`config.mk`:
```
export PLATFORM = sky130hd
export DESIGN_NAME = axi_frame_stream_flat
export DESIGN_NICKNAME = d
export VERILOG_FILES = /design/src/rtl/axi_frame_pkg.sv /design/src/rtl/axi_frame_stream_if.sv /design/src/rtl/axis_skid_buffer.sv /design/src/rtl/axi_frame_stream.sv /design/src/flat_wrapper.sv
export SDC_FILE = /design/constraint.sdc
export NUM_CORES = 1
export LEC_CHECK = 0
export CAP_MARGIN = 20
export CORE_MARGIN = 8
export CORE_UTILIZATION = 48
export CTS_CLUSTER_DIAMETER = 80
export CTS_CLUSTER_SIZE = 25
export DETAILED_ROUTE_END_ITERATION = 8
export GPL_TIMING_DRIVEN = 0
export MAX_ROUTING_LAYER = met4
export PLACE_DENSITY = 0.8
export SKIP_LAST_GASP = 1
export SYNTH_ARGS = -nofsm -noshare
export SYNTH_HDL_FRONTEND = slang
export SYNTH_SLANG_ARGS = --single-unit
```
`constraint.sdc`:
```
create_clock -name clk -period 5.7 [get_ports clk]
set_input_delay 0.57 -clock clk [delete_from_list [all_inputs] [get_ports clk]]
set_output_delay 0.57 -clock clk [all_outputs]
set_load 0.01 [all_outputs]
```
`src/rtl/axi_frame_pkg.sv`:
```
// Shared definitions for the frame transmit / frame-fetch stream pair.
//   frame_state_e : transmit FSM states (idle, streaming pixel groups, draining the skid buffer)
//   DEFAULT_*     : default frame size and AXI-Stream widths used by both ends of the stream
package axi_frame_pkg;

   typedef enum logic [1:0] {
      StIdle,
      StStream,
      StDrain
   } frame_state_e;

   // 320x240 pixels, 32 pixels of 8 bits per group
   localparam int unsigned DEFAULT_FRAME_PGNUM = 2400;
   localparam int unsigned DEFAULT_TID_W       = 2;
   localparam int unsigned DEFAULT_TDATA_W     = 256;

endpackage

```
`src/rtl/axi_frame_stream_if.sv`:
```
// AXI4-Stream bundle between the frame transmitter and the frame-fetch path.
//   master : drives tid, tdest, tdata, tkeep, tstrb, tlast, tvalid; samples tready
//   slave  : samples the payload and tvalid; drives tready
interface axi_frame_stream_if
   import axi_frame_pkg::*;
#(
   parameter int unsigned TID_W   = DEFAULT_TID_W,
   parameter int unsigned TDEST_W = 1,
   parameter int unsigned TDATA_W = DEFAULT_TDATA_W
);

   localparam int unsigned TKEEP_W = TDATA_W / 8;

   logic [TID_W-1:0]   tid;
   logic [TDEST_W-1:0] tdest;
   logic [TDATA_W-1:0] tdata;
   logic [TKEEP_W-1:0] tkeep;
   logic [TKEEP_W-1:0] tstrb;
   logic               tlast;
   logic               tvalid;
   logic               tready;

   modport master (
      output tid, tdest, tdata, tkeep, tstrb, tlast, tvalid,
      input  tready
   );

   modport slave (
      input  tid, tdest, tdata, tkeep, tstrb, tlast, tvalid,
      output tready
   );

endinterface

```
`src/rtl/axis_skid_buffer.sv`:
```
// Two-entry skid buffer with a registered output stage.
//   clk, rst    : clock, synchronous active-high reset
//   in_data_i   : payload to push; in_valid_i / in_ready_o handshake
//   out_data_o  : head entry; out_valid_o / out_ready_i handshake
// in_ready_o and out_valid_o depend on the occupancy register only, so neither
// side sees a combinational path from the other side's handshake.
module axis_skid_buffer
   import axi_frame_pkg::*;
#(
   parameter int unsigned WIDTH = 8
) (
   input  logic             clk,
   input  logic             rst,
   input  logic [WIDTH-1:0] in_data_i,
   input  logic             in_valid_i,
   output logic             in_ready_o,
   output logic [WIDTH-1:0] out_data_o,
   output logic             out_valid_o,
   input  logic             out_ready_i
);

   logic [WIDTH-1:0] head_q, head_d;
   logic [WIDTH-1:0] tail_q, tail_d;
   logic [1:0]       count_q, count_d;
   logic             push, pop;

   assign in_ready_o  = (count_q != 2'd2);
   assign out_valid_o = (count_q != 2'd0);
   assign out_data_o  = head_q;
   assign push        = in_valid_i && in_ready_o;
   assign pop         = out_valid_o && out_ready_i;

   always_comb begin
      head_d  = head_q;
      tail_d  = tail_q;
      count_d = count_q;
      unique case ({push, pop})
         2'b10: begin
            if (count_q == 2'd0) begin
               head_d = in_data_i;
            end else begin
               tail_d = in_data_i;
            end
            count_d = count_q + 2'd1;
         end
         2'b01: begin
            head_d  = tail_q;
            count_d = count_q - 2'd1;
         end
         // Simultaneous push and pop only happens with one entry held.
         2'b11: head_d = in_data_i;
         default: ;
      endcase
   end

   always_ff @(posedge clk) begin
      if (rst) begin
         head_q  <= '0;
         tail_q  <= '0;
         count_q <= 2'd0;
      end else begin
         head_q  <= head_d;
         tail_q  <= tail_d;
         count_q <= count_d;
      end
   end

endmodule

```
`src/rtl/axi_frame_stream.sv`:
```
// Packs one frame of pixel groups into one AXI4-Stream packet per frame_start_i,
// rotating tdest across IP_AMT image processors frame by frame.
//   clk, rst          : clock, synchronous active-high reset
//   frame_start_i     : pulse arming one frame (ignored unless idle)
//   pgroup_i/_valid_i : pixel-group input; pgroup_ready_o accepts
//   m_axis            : AXI4-Stream master (tlast on the final pixel group)
//   busy_o            : high while not idle
//   frame_done_o      : pulse the cycle after the tlast handshake
module axi_frame_stream
   import axi_frame_pkg::*;
#(
   parameter int unsigned IP_AMT       = 1,
   parameter int unsigned AXIS_TDEST_W = (IP_AMT > 1) ? $clog2(IP_AMT) : 1,
   parameter int unsigned AXIS_TID_W   = DEFAULT_TID_W,
   parameter int unsigned AXIS_TID_VAL = 0,
   parameter int unsigned AXIS_TDATA_W = DEFAULT_TDATA_W,
   parameter int unsigned AXIS_TKEEP_W = AXIS_TDATA_W / 8,
   parameter int unsigned AXIS_TSTRB_W = AXIS_TDATA_W / 8,
   parameter int unsigned FRAME_PGNUM  = DEFAULT_FRAME_PGNUM,
   parameter int unsigned PGCNT_W      = (FRAME_PGNUM > 1) ? $clog2(FRAME_PGNUM) : 1
) (
   input  logic                    clk,
   input  logic                    rst,
   input  logic                    frame_start_i,
   input  logic [AXIS_TDATA_W-1:0] pgroup_i,
   input  logic                    pgroup_valid_i,
   output logic                    pgroup_ready_o,
   axi_frame_stream_if.master      m_axis,
   output logic                    busy_o,
   output logic                    frame_done_o
);

   // Skid entry layout: {data, dest, last}
   localparam int unsigned PAYLOAD_W = AXIS_TDATA_W + AXIS_TDEST_W + 1;

   frame_state_e            state_q, state_d;
   logic [PGCNT_W-1:0]      pg_cnt_q, pg_cnt_d;
   logic [AXIS_TDEST_W-1:0] dest_ptr_q, dest_ptr_d;
   logic [AXIS_TDEST_W-1:0] cur_dest_q, cur_dest_d;
   logic                    done_q, done_d;

   logic                    skid_in_ready, accept, last_pg, last_hs;
   logic                    out_valid, out_last;
   logic [PAYLOAD_W-1:0]    out_payload;
   logic [AXIS_TDATA_W-1:0] out_data;
   logic [AXIS_TDEST_W-1:0] out_dest;

   assign last_pg        = (pg_cnt_q == PGCNT_W'(FRAME_PGNUM - 1));
   assign pgroup_ready_o = (state_q == StStream) && skid_in_ready;
   assign accept         = pgroup_valid_i && pgroup_ready_o;
   assign {out_data, out_dest, out_last} = out_payload;
   assign last_hs        = out_valid && m_axis.tready && out_last;

   axis_skid_buffer #(
      .WIDTH (PAYLOAD_W)
   ) u_skid (
      .clk         (clk),
      .rst         (rst),
      .in_data_i   ({pgroup_i, cur_dest_q, last_pg}),
      .in_valid_i  (accept),
      .in_ready_o  (skid_in_ready),
      .out_data_o  (out_payload),
      .out_valid_o (out_valid),
      .out_ready_i (m_axis.tready)
   );

   assign m_axis.tid    = AXIS_TID_W'(AXIS_TID_VAL);
   assign m_axis.tdest  = out_dest;
   assign m_axis.tdata  = out_data;
   assign m_axis.tkeep  = {AXIS_TKEEP_W{1'b1}};
   assign m_axis.tstrb  = {AXIS_TSTRB_W{1'b1}};
   assign m_axis.tlast  = out_last;
   assign m_axis.tvalid = out_valid;

   assign busy_o       = (state_q != StIdle);
   assign frame_done_o = done_q;

   always_comb begin
      state_d    = state_q;
      pg_cnt_d   = pg_cnt_q;
      dest_ptr_d = dest_ptr_q;
      cur_dest_d = cur_dest_q;
      done_d     = 1'b0;
      unique case (state_q)
         StIdle: begin
            if (frame_start_i) begin
               state_d    = StStream;
               pg_cnt_d   = '0;
               cur_dest_d = dest_ptr_q;
            end
         end
         StStream: begin
            if (accept) begin
               // Counter holds at FRAME_PGNUM-1 on the final accept.
               if (last_pg) begin
                  state_d = StDrain;
               end else begin
                  pg_cnt_d = pg_cnt_q + PGCNT_W'(1);
               end
            end
         end
         StDrain: begin
            if (last_hs) begin
               state_d    = StIdle;
               done_d     = 1'b1;
               dest_ptr_d = (dest_ptr_q == AXIS_TDEST_W'(IP_AMT - 1)) ?
                            '0 : dest_ptr_q + AXIS_TDEST_W'(1);
            end
         end
         default: state_d = StIdle;
      endcase
   end

   always_ff @(posedge clk) begin
      if (rst) begin
         state_q    <= StIdle;
         pg_cnt_q   <= '0;
         dest_ptr_q <= '0;
         cur_dest_q <= '0;
         done_q     <= 1'b0;
      end else begin
         state_q    <= state_d;
         pg_cnt_q   <= pg_cnt_d;
         dest_ptr_q <= dest_ptr_d;
         cur_dest_q <= cur_dest_d;
         done_q     <= done_d;
      end
   end

endmodule
```
`src/flat_wrapper.sv`:
```
// flat-port wrapper written by rule: the top's interface ports become plain ports
module axi_frame_stream_flat import axi_frame_pkg::*;
#(
   parameter int unsigned IP_AMT       = 1,
   parameter int unsigned AXIS_TDEST_W = (IP_AMT > 1) ? $clog2(IP_AMT) : 1,
   parameter int unsigned AXIS_TID_W   = DEFAULT_TID_W,
   parameter int unsigned AXIS_TID_VAL = 0,
   parameter int unsigned AXIS_TDATA_W = DEFAULT_TDATA_W,
   parameter int unsigned AXIS_TKEEP_W = AXIS_TDATA_W / 8,
   parameter int unsigned AXIS_TSTRB_W = AXIS_TDATA_W / 8,
   parameter int unsigned FRAME_PGNUM  = DEFAULT_FRAME_PGNUM,
   parameter int unsigned PGCNT_W      = (FRAME_PGNUM > 1) ? $clog2(FRAME_PGNUM) : 1
)
  (clk, rst, frame_start_i, pgroup_i, pgroup_valid_i, pgroup_ready_o, busy_o, frame_done_o, m_axis_tid, m_axis_tdest, m_axis_tdata, m_axis_tkeep, m_axis_tstrb, m_axis_tlast, m_axis_tvalid, m_axis_tready);
  axi_frame_stream_if m_axis_i ();
  input  logic clk;
  input  logic rst;
  input  logic frame_start_i;
  input  logic [AXIS_TDATA_W-1:0] pgroup_i;
  input  logic pgroup_valid_i;
  output logic pgroup_ready_o;
  output logic busy_o;
  output logic frame_done_o;
  output wire logic [$bits(m_axis_i.tid)-1:0] m_axis_tid;
  output wire logic [$bits(m_axis_i.tdest)-1:0] m_axis_tdest;
  output wire logic [$bits(m_axis_i.tdata)-1:0] m_axis_tdata;
  output wire logic [$bits(m_axis_i.tkeep)-1:0] m_axis_tkeep;
  output wire logic [$bits(m_axis_i.tstrb)-1:0] m_axis_tstrb;
  output wire logic [$bits(m_axis_i.tlast)-1:0] m_axis_tlast;
  output wire logic [$bits(m_axis_i.tvalid)-1:0] m_axis_tvalid;
  input wire logic [$bits(m_axis_i.tready)-1:0] m_axis_tready;
  assign m_axis_tid = m_axis_i.tid;
  assign m_axis_tdest = m_axis_i.tdest;
  assign m_axis_tdata = m_axis_i.tdata;
  assign m_axis_tkeep = m_axis_i.tkeep;
  assign m_axis_tstrb = m_axis_i.tstrb;
  assign m_axis_tlast = m_axis_i.tlast;
  assign m_axis_tvalid = m_axis_i.tvalid;
  assign m_axis_i.tready = m_axis_tready;
  axi_frame_stream #(.IP_AMT(IP_AMT), .AXIS_TDEST_W(AXIS_TDEST_W), .AXIS_TID_W(AXIS_TID_W), .AXIS_TID_VAL(AXIS_TID_VAL), .AXIS_TDATA_W(AXIS_TDATA_W), .AXIS_TKEEP_W(AXIS_TKEEP_W), .AXIS_TSTRB_W(AXIS_TSTRB_W), .FRAME_PGNUM(FRAME_PGNUM), .PGCNT_W(PGCNT_W)) u_core (.clk(clk), .rst(rst), .frame_start_i(frame_start_i), .pgroup_i(pgroup_i), .pgroup_valid_i(pgroup_valid_i), .pgroup_ready_o(pgroup_ready_o), .m_axis(m_axis_i), .busy_o(busy_o), .frame_done_o(frame_done_o));
endmodule
```
# Yosys cells after proc, flatten, opt, wreduce, memory -nomap -nowiden
# Index checks and enable logic that the tools add are counted.
dict set report op_classes {
  reduce_logical 19
  n_addsub 4
  bitwise 2
  mux 14
  eq_ne 13
}
# operator count
set ops {}
lappend ops {{258-bit case mux with 3 select lines} 1}
lappend ops {{258-bit two-way mux} 1}
lappend ops {{12-bit two-way mux} 3}
lappend ops {{12-bit case mux with 2 select lines} 1}
lappend ops {{12-bit by 1-bit adder with 12-bit output (second input constant)} 1}
lappend ops {{12-bit == test (second input constant)} 1}
lappend ops {{2-bit != test (second input constant)} 5}
lappend ops {{2-bit two-way mux} 4}
lappend ops {{2-bit AND reduction} 4}
lappend ops {{4-bit AND reduction} 2}
lappend ops {{2-bit nonzero test} 4}
lappend ops {{2-bit == test (second input constant)} 3}
lappend ops {{2-bit case mux with 3 select lines} 1}
lappend ops {{1-bit logical AND} 5}
lappend ops {{2-bit by 1-bit == test with 1-bit output (second input constant)} 2}
lappend ops {{2-bit logical NOT} 2}
lappend ops {{2-bit by 1-bit != test with 1-bit output (second input constant)} 2}
lappend ops {{2-bit case mux with 2 select lines} 1}
lappend ops {{3-bit nonzero test} 1}
lappend ops {{2-bit by 1-bit adder with 2-bit output (second input constant)} 1}
lappend ops {{1-bit two-way mux} 2}
lappend ops {{1-bit inverter} 2}
lappend ops {{2-bit OR reduction} 1}
lappend ops {{2-bit by 1-bit subtractor with 2-bit output (second input constant)} 1}
lappend ops {{1-bit adder (second input constant)} 1}
dict set report word_totals {
  output_inout_bits 328
  regBits 535
  inputBits 261
  wordCells 60
}

# Logic depth before layout (Yosys ltp)
# Gate-level depths: netlist of run 1.
dict set report logic_depth {
  ltp_word 7
  mapped_depth 10
  depth_no_buf 7
}

# By module
# From an unflattened synthesis of run 1, not the netlist that was laid out.
dict set report unflattened {
  hier_cells 2496
  area_unflattened_um2 23123.4
}
# mod n_inst seq_area_each_um2 cells_each area_each_um2
set modules_own_cells {}
lappend modules_own_cells {axis_skid_buffer 1 10369.9 2315 21712.1}
lappend modules_own_cells {axi_frame_stream 1 300.3 181 1411.4}

# Least setup slack after synthesis of run 1
# Ideal clock, no wire load.
dict set report synth_timing {
  kind {input -> register}
  from {input port m_axis_tready}
  to {register u_core.u_skid.head_q[158] (netlist: u_core.u_skid.out_data_o[158])}
  path_slack_ns 3.528
  required_ns 5.562
  setup_time_ns 0.138
  path_stages 8
  arrival_time_ns 2.034
  n_path_buf 3
  cell_sequence {o21ai_0 inv_1 ha_1 buf_2 buf_4 clkbuf_1 mux2i_1 a211oi_1}
}
dict set report synth_via {
  elab_chain_cells 4
  elab_cells_between_ends 8
  cone_classes {4 x eq/ne; 1 x mux; 3 x reduce/logical}
}
# element line_no
set synth_lines {}
lappend synth_lines {{start: declaration} flat_wrapper.sv:31} ;# input wire logic [$bits(m_axis_i.tready)-1:0] m_axis_tready;
lappend synth_lines {{1-bit logical AND *} axis_skid_buffer.sv:31} ;# assign pop = out_valid_o && out_ready_i;
lappend synth_lines {{2-bit == test / 2-bit by 1-bit == test with 1-bit output (equally long branches)} axis_skid_buffer.sv:37} ;# unique case ({push, pop})
lappend synth_lines {{2-bit != test (no line) / 3-bit nonzero test (equally long branches)} n/a}
lappend synth_lines {{2-bit AND reduction (no line)} n/a}
lappend synth_lines {{end signal: assignment} axis_skid_buffer.sv:58} ;# head_q <= '0;
lappend synth_lines {{end signal: assignment} axis_skid_buffer.sv:62} ;# head_q <= head_d;
lappend synth_lines {{end: declaration} axis_skid_buffer.sv:22} ;# logic [WIDTH-1:0] head_q, head_d;
# Every way passes the cells marked *; elsewhere a longest branch is shown, timed or not.
# A chain may end at the register's enable or synchronous reset.

# Worst setup path in the final report of run 1
dict set report layout_timing {
  from {register u_core.state_q[0]}
  to {register u_core.u_skid.tail_q[131]}
}
dict set report layout_via {
  elab_chain_cells 6
}
# element line_no
set layout_lines {}
lappend layout_lines {{start: declaration} axi_frame_stream.sv:36} ;# frame_state_e state_q, state_d;
lappend layout_lines {{start signal: assignment} axi_frame_stream.sv:116} ;# state_q <= StIdle;
lappend layout_lines {{start signal: assignment} axi_frame_stream.sv:122} ;# state_q <= state_d;
lappend layout_lines {{2-bit by 1-bit == test with 1-bit output} axi_frame_stream.sv:49} ;# assign pgroup_ready_o = (state_q == StStream) && skid_in_ready;
lappend layout_lines {{1-bit logical AND} axi_frame_stream.sv:49}
lappend layout_lines {{1-bit logical AND} axi_frame_stream.sv:50} ;# assign accept = pgroup_valid_i && pgroup_ready_o;
lappend layout_lines {{1-bit logical AND} axis_skid_buffer.sv:30} ;# assign push = in_valid_i && in_ready_o;
lappend layout_lines {{2-bit == test} axis_skid_buffer.sv:37}
lappend layout_lines {{2-bit AND reduction (no line)} n/a}
lappend layout_lines {{end signal: assignment} axis_skid_buffer.sv:63} ;# tail_q <= tail_d;
lappend layout_lines {{end: declaration} axis_skid_buffer.sv:23} ;# logic [WIDTH-1:0] tail_q, tail_d;
# Every way passes these cells.

==> results of run 1 <==
cell usage in the layout, fill, tap and decap left out, drive strengths merged, types with 3 or more instances in the layout:
cell type / Yosys / routed
nor2: 262 / 262
a21oi: 267 / 267
nand3: 6 / 6
clkbuf: 129 / 159
mux2i: 256 / 256
nand2: 522 / 522
and3: 4 / 4
and4: 3 / 3
inv: 7 / 10
conb: 2 / 67
o31ai: 3 / 3
a211oi: 258 / 258
a31oi: 4 / 4
or3: 4 / 4
dfxtp: 531 / 531
o21ai: 5 / 5
clkdlybuf4s50: 0 / 520
o41ai: 4 / 4
buf: 143 / 143
ha: 3 / 3
diode: 0 / 19
clkinv: 0 / 7
o311ai: 3 / 3
stage by stage:
stage                     worst slack, ns  total power, uW   util  instance area [um2]  instances
after floorplan                      3.53             6390      -                21600       2510
after global placement               2.05             8090  0.625                27600       3622
after detailed placement             1.99             8190  0.625                27600       3622
after CTS                            2.47            10500  0.645                28500       3666
after global routing                 2.21            10900  0.646                28500       3684
final                                2.50            10500  0.646                28500       3685
worst paths after layout:
kind,start,endpoint,slack [ns],cells after the start
worst max-delay path,u_core.state_q[0],u_core.u_skid.tail_q[131],2.50,10
worst min-delay path,rst,u_core.pg_cnt_q[9],0.32,3
worst max register to register,u_core.state_q[0],u_core.u_skid.tail_q[131],2.50,10
worst min register to register,u_core.u_skid.tail_q[212],u_core.u_skid.tail_q[212],0.46,2
power groups by stage:
stage	registers (uW)	logic [uW]	clock network, uW
after floorplan	4800	1590	0
after global placement	4630	3460	0
after detailed placement	4650	3540	0
after CTS	4560	3560	2360
after global routing	4620	3830	2490
final	4570	3550	2340
layout make-up:
type | count | area, um2
antenna | 19 | 47.5
tap | 592 | 741
clock buffer | 30 | 728
timing repair buffer | 520 | 5200
fill | 3660 | 15600
multi-input combinational | 1700 | 9580
inverter | 7 | 26.3
buffer | 272 | 1380
clock inverter | 14 | 184
sequential | 531 | 10600
cell families (layout without fill, tap and decap cells):
logic type / after synthesis / in the layout / share of synthesized area
other: 2 / 86 / 0.000351
adder cells (fa/ha/maj): 3 / 3 / 0.00176
AND/OR/NAND/NOR: 821 / 821 / 0.151
multiplexers: 257 / 257 / 0.120
flip-flops: 531 / 531 / 0.497
AO/OA/AOI/OAI: 550 / 550 / 0.163
XOR/XNOR: 2 / 2 / 0.000820
buffers and inverters: 279 / 843 / 0.0658
synthesized netlist by cell type (2+ instances only):
library cell	count	area share
dfxtp_1	531	0.50
a211oi_1	258	0.091
ha_1	3	0.0018
a31oi_1	4	0.0012
and3_1	2	0.00059
clkbuf_1	128	0.022
buf_2	65	0.015
mux2i_1	256	0.12
and2_1	2	0.00059
buf_4	69	0.024
or3_1	4	0.0012
and4_1	2	0.00082
nor2_1	262	0.046
and3_2	2	0.00070
nand2b_1	2	0.00059
o311ai_0	3	0.0012
buf_6	2	0.0011
or4_1	2	0.00070
buf_1	7	0.0012
nand3b_1	2	0.00070
a21oi_1	266	0.062
nand3_1	5	0.0012
nand4_1	2	0.00059
nand2_1	522	0.092
conb_1	2	0.00035
inv_1	7	0.0012
o31ai_1	3	0.0011
o21ai_0	5	0.0012
o41ai_1	3	0.0012
state kept, by name, indices dropped and copies added (netlist names):
register,cells
u_core.frame_done_o,1
u_core.pg_cnt_q,12
u_core.state_q,2
u_core.u_skid.count_q,2
u_core.u_skid.out_data_o,257
u_core.u_skid.tail_q,257
layer usage:
metal / part of all wire / GRT usage / wire [um] / vias up
met2: 0.49 / 0.467 / 35800 / 671
met5: 0 / - / 0 / -
met1: 0.39 / 0.310 / 28700 / 9313
met4: 0.042 / 0.107 / 3040 / 0
met3: 0.071 / 0.0582 / 5160 / 162
li1: - / - / - / 9502
worst register-to-register path, delay by kind of cell (launching register included):
family	cells	cell delay (ns)
buffers and inverters	4	1.61
DFF	1	0.43
and+or+nand+nor	4	0.71
AOI/OAI and AO/OA	1	0.17
adders and majority gates	1	0.22
==> run metrics, run 1 <==
initial antenna violation count 18; Port Buf Inserts 520; CP max FO 10; Pre-Repair DR Iteration Count 5; post-cts sizing count 0; GRT Total Usage 0.273; combinational group share of total power 0.339; Max Buffers Root-to-Sink 3; Die Wd 227 um; core area 0.0441 mm2; mean routed wirelength per cell 19.7 um; Setup Skew 0.0266 ns; Cell Area, Synth 0.0214 mm2; Mapped Cells 2445; number of flops mapped to enable cells by yosys 0; gr ovfl total 0; Min Hold Slack 0.315 ns; final WL 72800 um; ys async rst share 0; sw power 3490 uW; Worst-Skew Late Latency 0.62 ns; Final Hold Viols 0; vias per inst 5.33; min Tclk post-route 3.20 ns; CTS tree yes; total CTS buffers 28; Yosys reg bits 531; die footprint 0.0515 mm2; switch share 0.334; hpwl dp 56300 um; status finished, final reports clean; Clk pwr share 0.224; Worst path max stage delay 0.64 ns; top cell family by delay on the critical path buffers and inverters; share of cells above drive strength 1 0.0628; first-pass GRT wire length 109000 um; Starting Density 0.484; fmax 312 MHz; worst-path cell chain and2b_1, nand3_2, inv_1, ha_1, and2_1, buf_2, clkbuf_1, clkbuf_1, nand2_1, a21oi_1; Setup crit end kind register; Area growth syn-to-layout 33.4%; post-synth cell types 53; row count 77; Iteration-0 DRC Markers 1296; CP arrival 3.74 ns; Tcrit/Tclk final 0.562; die height 227 um; Hold Path Class in2reg; largest net degree at the start of global routing 26; H-tree Lvls 1; final setup fails 0; nature of the critical path startpoint register; LEAKAGE 0.00962 uW; Power Density 366 mW/mm2; DRC viols 0; Root Driver clkbuf_16; final net count 3324; routed vias 19600; hold-fix buffers at CTS 0; register area share after synthesis 0.497; setup TNS 0 ns; cell mode on critical path clkbuf_1; Buf/Inv on CP 4; Worst slew margin 0.312; Synth Warn # 0; Syn Area/Cell 8.74 um2; Slowest-stage cell, CP clkbuf_1; main flop type after synthesis dfxtp_1; sequential share of power 0.437; Routed Antenna Nets 0; clock sink count 531; Setup Buffers After CTS 0; maximum vdd drop 0.000235 V; max-cap violation count 0; Slew Viols, Final 0; Final GP Congestion 0.920; internal power 6970 uW; Clock Pin Slew Worst Setup and Hold Paths 0.10 ns; setup repair after global routing missed its margin no; CP required 6.23 ns; vias in the first global route 19400; Worst Tran Pin Value 1.03 ns; crit path kind reg2reg; num ports 589
Power figures use the tool's default switching activity.
==> run 2, diff against run 1 <==
--- a/config.mk
+++ b/config.mk
@@ -7,13 +7,13 @@
 export LEC_CHECK = 0
 export CAP_MARGIN = 20
 export CORE_MARGIN = 8
-export CORE_UTILIZATION = 48
+export CORE_UTILIZATION = 44
 export CTS_CLUSTER_DIAMETER = 80
 export CTS_CLUSTER_SIZE = 25
 export DETAILED_ROUTE_END_ITERATION = 8
 export GPL_TIMING_DRIVEN = 0
 export MAX_ROUTING_LAYER = met4
-export PLACE_DENSITY = 0.8
+export PLACE_DENSITY = 0.77
 export SKIP_LAST_GASP = 1
 export SYNTH_ARGS = -nofsm -noshare
 export SYNTH_HDL_FRONTEND = slang
==> constraint.sdc (replaced) <==
create_clock -name clk -period 2.79 [get_ports clk]
set_input_delay 0.279 -clock clk [delete_from_list [all_inputs] [get_ports clk]]
set_output_delay 0.279 -clock clk [all_outputs]
set_load 0.01 [all_outputs]
==> run 2 against run 1 <==
Compared with the run above:
- power up 100%
- first-iteration DRC count down 5.3%
- core utilization down 4.8 points
- final cell count up 0.52%
- highest routed layer unchanged
- die area up 8.4%
- non-clock buffer count down 1
- sequential power up 100%
- sequential share of layout area down 0.11 points
- fmax up 20%
- hold slack worse by 0.24 ns
==> run metrics, run 2 (same netlist as run 1, synthesis figures left out) <==
status finished, final reports clean; most used routing layer met2; Worst R2R Start u_core.state_q[1]; Iteration-0 DRC Markers 1227; gr ovfl total 0; die height 236 um; met1 usage 0.295; largest net degree at the start of global routing 26; Critical path origin u_core.state_q[1]; final WL 73500 um; Area growth syn-to-layout 33.9%; Worst-Skew Late Latency 0.59 ns; hold-fix buffers at CTS 0; LEAKAGE 0.00978 uW; Setup Skew 0.0185 ns; Final GP Congestion 0.901; routed vias 19600; mean routed wirelength per cell 19.9 um; first-pass GRT wire length 111000 um; max-cap violation count 0; CP required 3.31 ns; Routed Antenna Nets 0; Final Hold Viols 0; Worst Tran Pin Value 1.06 ns; core area 0.0478 mm2; vias in the first global route 19400; GRT Total Usage 0.254; Tot Pwr 21200 uW; post-route cell area 0.0286 mm2; Die Wd 236 um; Max Buffers Root-to-Sink 3; DRC viols 0; switch share 0.335; vias per inst 5.29; row count 80; commonest non-fill, non-tap cells in the layout dfxtp_1 (531), nand2_1 (522), clkdlybuf4s50_1 (520), a21oi_1 (266), nor2_1 (262); met3 usage 0.0440; setup TNS 0 ns; num ports 589; Power Density 742 mW/mm2; Slew Viols, Final 0; hpwl dp 56900 um; crit path kind reg2reg; Port Buf Inserts 520; fmax 376 MHz; internal power 14100 uW; final setup fails 0; Clk pwr share 0.219; Setup crit end kind register; CP max FO 10; total CTS buffers 29; most common cell after layout, fill and taps aside dfxtp_1; Hold Path Class in2reg; CP arrival 3.18 ns; Tcrit/Tclk final 0.954; CTS tree yes; fill count 4192; Worst slew margin 0.291; Starting Density 0.447; Root Driver clkbuf_16; Hold Path Origin rst; Area after DPL 0.0276 mm2; initial antenna violation count 18; share of cells above drive strength 1 0.0821; H-tree Lvls 1; min Tclk post-route 2.66 ns; sw power 7120 uW; Pre-Repair DR Iteration Count 5; setup repair after global routing missed its margin yes; Clock Pin Slew Worst Setup and Hold Paths 0.09 ns; nature of the critical path startpoint register; die footprint 0.0559 mm2; final net count 3324; sequential share of power 0.440; clock sink count 531; combinational group share of total power 0.342; GR Util met2 0.435; maximum vdd drop 0.000539 V
## run 2: repair_timing
action | in CTS | in global routing
endpoints found under the setup margin | 304 | 271
resized for setup | 32 | 66
cloned | 0 | 0
pin swaps | 0 | 0
endpoints found under the hold margin | 0 | 0
buffers inserted | 0 | 0
## run 2: power by group through the flow
stage          registers, uW  clock network (uW)  logic [uW]
2_1_floorplan           9800                   0        3260
3_3_place_gp            9440                   0        7110
3_5_place_dp            9480                   0        7240
4_1_cts                 9320                4750        7270
5_1_grt                 9450                5020        7810
6_report                9330                4650        7250
## run 2: path summary, 6_finish.rpt
path                                                   to  slack, ns  cells after the start
worst max-delay path            u_core.u_skid.tail_q[169]       0.13                      9
worst min-delay path                   u_core.pg_cnt_q[9]       0.07                      3
worst max register to register  u_core.u_skid.tail_q[169]       0.13                      9
worst min register to register  u_core.u_skid.tail_q[179]       0.46                      2
## run 2: routing by layer
metal	vias up	routed length, um
met5	-	0
met4	0	2750
met3	134	4540
met2	658	36200
met1	9344	30000
li1	9472	-
## run 2: worst max-delay path: stages (launching register included)
cell	delay [ns]
dfxtp_1	0.43
and2b_1	0.26
nand3_2	0.21
clkinvlp_4	0.23
ha_1	0.24
nand2_1	0.27
clkbuf_4	0.37
clkbuf_2	0.29
nand2_1	0.10
a21oi_1	0.17
## run 2: stage by stage
stage / worst slack (ns) / std cells / utilization / hold slack [ns]
after floorplan: 0.684 / 2510 / - / 0.415
after CTS: 0.00173 / 3686 / 0.596 / 0.0430
final: 0.129 / 3704 / 0.598 / 0.0740
after global placement: -0.549 / 3645 / 0.577 / 0.441
after detailed placement: -0.577 / 3645 / 0.577 / 0.446
after global routing: -0.0444 / 3703 / 0.598 / 0.0633
## run 2: final cells by class
| cell class | count | area [um2] | area share |
|---|---|---|---|
| Timing Repair Buffer | 520 | 5200 | 0.182 |
| Tap cell | 615 | 769 | 0.0269 |
| Antenna cell | 19 | 47.5 | 0.00166 |
| Clock buffer | 30 | 729 | 0.0255 |
| Inverter | 7 | 30.0 | 0.00105 |
| Multi-Input combinational cell | 1700 | 9580 | 0.335 |
| Sequential cell | 531 | 10600 | 0.372 |
| Clock inverter | 11 | 145 | 0.00507 |
| Buffer | 271 | 1470 | 0.0515 |
==> run 3, diff against run 2 <==
--- a/config.mk
+++ b/config.mk
@@ -7,13 +7,12 @@
 export LEC_CHECK = 0
 export CAP_MARGIN = 20
 export CORE_MARGIN = 8
-export CORE_UTILIZATION = 44
+export CORE_UTILIZATION = 30
 export CTS_CLUSTER_DIAMETER = 80
 export CTS_CLUSTER_SIZE = 25
 export DETAILED_ROUTE_END_ITERATION = 8
 export GPL_TIMING_DRIVEN = 0
 export MAX_ROUTING_LAYER = met4
-export PLACE_DENSITY = 0.77
 export SKIP_LAST_GASP = 1
 export SYNTH_ARGS = -nofsm -noshare
 export SYNTH_HDL_FRONTEND = slang
==> run 3 against run 2 <==
Compared with the run above:
- core utilization decreased by 19 points
- power increased by 2.7%
- global-route usage decreased by 6.4 points
- critical path depth decreased by 2
- cell area increased by 2.1%
- clock skew increased by 0.0073 ns
- largest power group unchanged
==> run metrics, run 3 (same netlist as run 1, synthesis figures left out) <==
status finished, final reports clean; min Tclk post-route 2.58 ns; Starting Density 0.301; crit path kind reg2reg; first-pass GRT wire length 117000 um; fmax 387 MHz; final WL 78500 um; Tcrit/Tclk final 0.926; Worst Tran Pin Value 1.10 ns; Tot Pwr 21800 uW; Iteration-0 DRC Markers 848; total CTS buffers 31; Die Wd 283 um; Worst slew margin 0.265; Final GP Congestion 0.847; dpl cells 3981; internal power 14300 uW; die height 283 um; LEAKAGE 0.00988 uW; largest net degree at the start of global routing 26; CP arrival 3.13 ns; nature of the critical path startpoint register; Clock Pin Slew Worst Setup and Hold Paths 0.10 ns; routed vias 18900; Hold Path Origin pgroup_i[64]; sequential share of power 0.426; commonest non-fill, non-tap cells in the layout dfxtp_1 (531), nand2_1 (521), clkdlybuf4s50_1 (520), a21oi_1 (266), nor2_1 (262); CTS tree yes; Worst-Skew Late Latency 0.64 ns; Routed Antenna Nets 0; gr ovfl total 0; Final Util 0.412; hpwl dp 60000 um; Root Driver clkbuf_16; final setup fails 0; Area growth syn-to-layout 36.7%; core area 0.0710 mm2; Critical path origin u_core.state_q[1]; max-cap violation count 0; die footprint 0.0801 mm2; vias in the first global route 18100; row count 98; DRC viols 0; maximum vdd drop 0.000428 V; num ports 589; combinational group share of total power 0.337; Pre-Repair DR Iteration Count 5; mean routed wirelength per cell 19.3 um; clock sink count 531; Setup crit end kind register; Worst R2R Start u_core.state_q[1]; sw power 7460 uW; CP required 3.33 ns; initial antenna violation count 23; fill count 7177; switch share 0.342; fin cells 4057; Setup Skew 0.0259 ns; Setup Buffers After CTS 0; Slew Viols, Final 0; Clk pwr share 0.236; CP max FO 10; Port Buf Inserts 520; setup repair after global routing missed its margin yes; Hold Path Class in2reg; share of cells above drive strength 1 0.0872; GRT Total Usage 0.191; Power Density 746 mW/mm2; H-tree Lvls 1; vias per inst 4.65; most common cell after layout, fill and taps aside dfxtp_1; final net count 3328; Final Hold Viols 0; Max Buffers Root-to-Sink 3
==> run 3: cell count changes in the layout (fill, tap and decap cells not counted), sizes merged <==
cell,before,now
buf,136,150
clkbuf,164,156
inv,12,18
clkinv,3,6
diode,19,22
clkdlybuf4s15,1,0
dlygate4sd3,0,1
==> run 3: metrics by stage <==
stage / worst slack, ns / area (um2) / setup TNS [ns] / hold WS (ns)
after global placement: -0.849 / 28000 / -211.93 / 0.441
after CTS: 0.00456 / 29100 / 0 / 0.161
final: 0.206 / 29200 / 0 / 0.204
after floorplan: 0.684 / 21600 / 0 / 0.415
after global routing: -0.0402 / 29200 / -0.221 / 0.184
after detailed placement: -0.811 / 28000 / -204.32 / 0.446
==> run 3: repair_timing <==
action | 4_1_cts | 5_1_grt
hold buffers | 1 | 0
resized for setup | 60 | 36
endpoints found under the hold margin | 1 | 0
endpoints found under the setup margin | 430 | 343
==> run 3: final timing paths <==
kind                                    to  slack [ns]  depth (start not counted)
min               u_core.u_skid.tail_q[66]        0.20                          3
max reg2reg  u_core.u_skid.out_data_o[194]        0.21                          7
min reg2reg      u_core.u_skid.tail_q[191]        0.46                          2
max          u_core.u_skid.out_data_o[194]        0.21                          7
==> run 3: layer usage <==
layer | routed length, um | share of wire | global-route usage
met5 | 0 | 0 | -
met4 | 2530 | 0.032 | 0.0669
met3 | 4820 | 0.061 | 0.0425
met2 | 38200 | 0.49 | 0.317
met1 | 32900 | 0.42 | 0.226
==> run 3: worst max-delay path, stage by stage (launching register included) <==
cell and delay [ns]:
dfxtp_1 0.42, and2b_1 0.27, nand3_2 0.20, ha_1 0.17, buf_2 0.27, clkbuf_1 0.71, mux2i_1 0.17, a211oi_1 0.28
==> run 3: power by group through the flow <==
stage	combinational (uW)	sequential, uW	clock (uW)
global placement	7410	9450	0
finish	7350	9290	5150
floorplan	3260	9800	0
global route	7960	9430	5590
CTS	7450	9300	5330
detailed placement	7410	9470	0
==> run 3: cell type report <==
| cell class | instances | area (um2) | area share |
|---|---|---|---|
| Buffer | 271 | 1480 | 0.0508 |
| Tap cell | 950 | 1190 | 0.0407 |
| Antenna cell | 22 | 55.1 | 0.00188 |
| Timing Repair Buffer | 522 | 5230 | 0.179 |
| Clock inverter | 20 | 215 | 0.00736 |
| Clock buffer | 34 | 807 | 0.0276 |
| Sequential cell | 531 | 10600 | 0.364 |
| Multi-Input combinational cell | 1700 | 9590 | 0.328 |
| Inverter | 7 | 30.0 | 0.00103 |
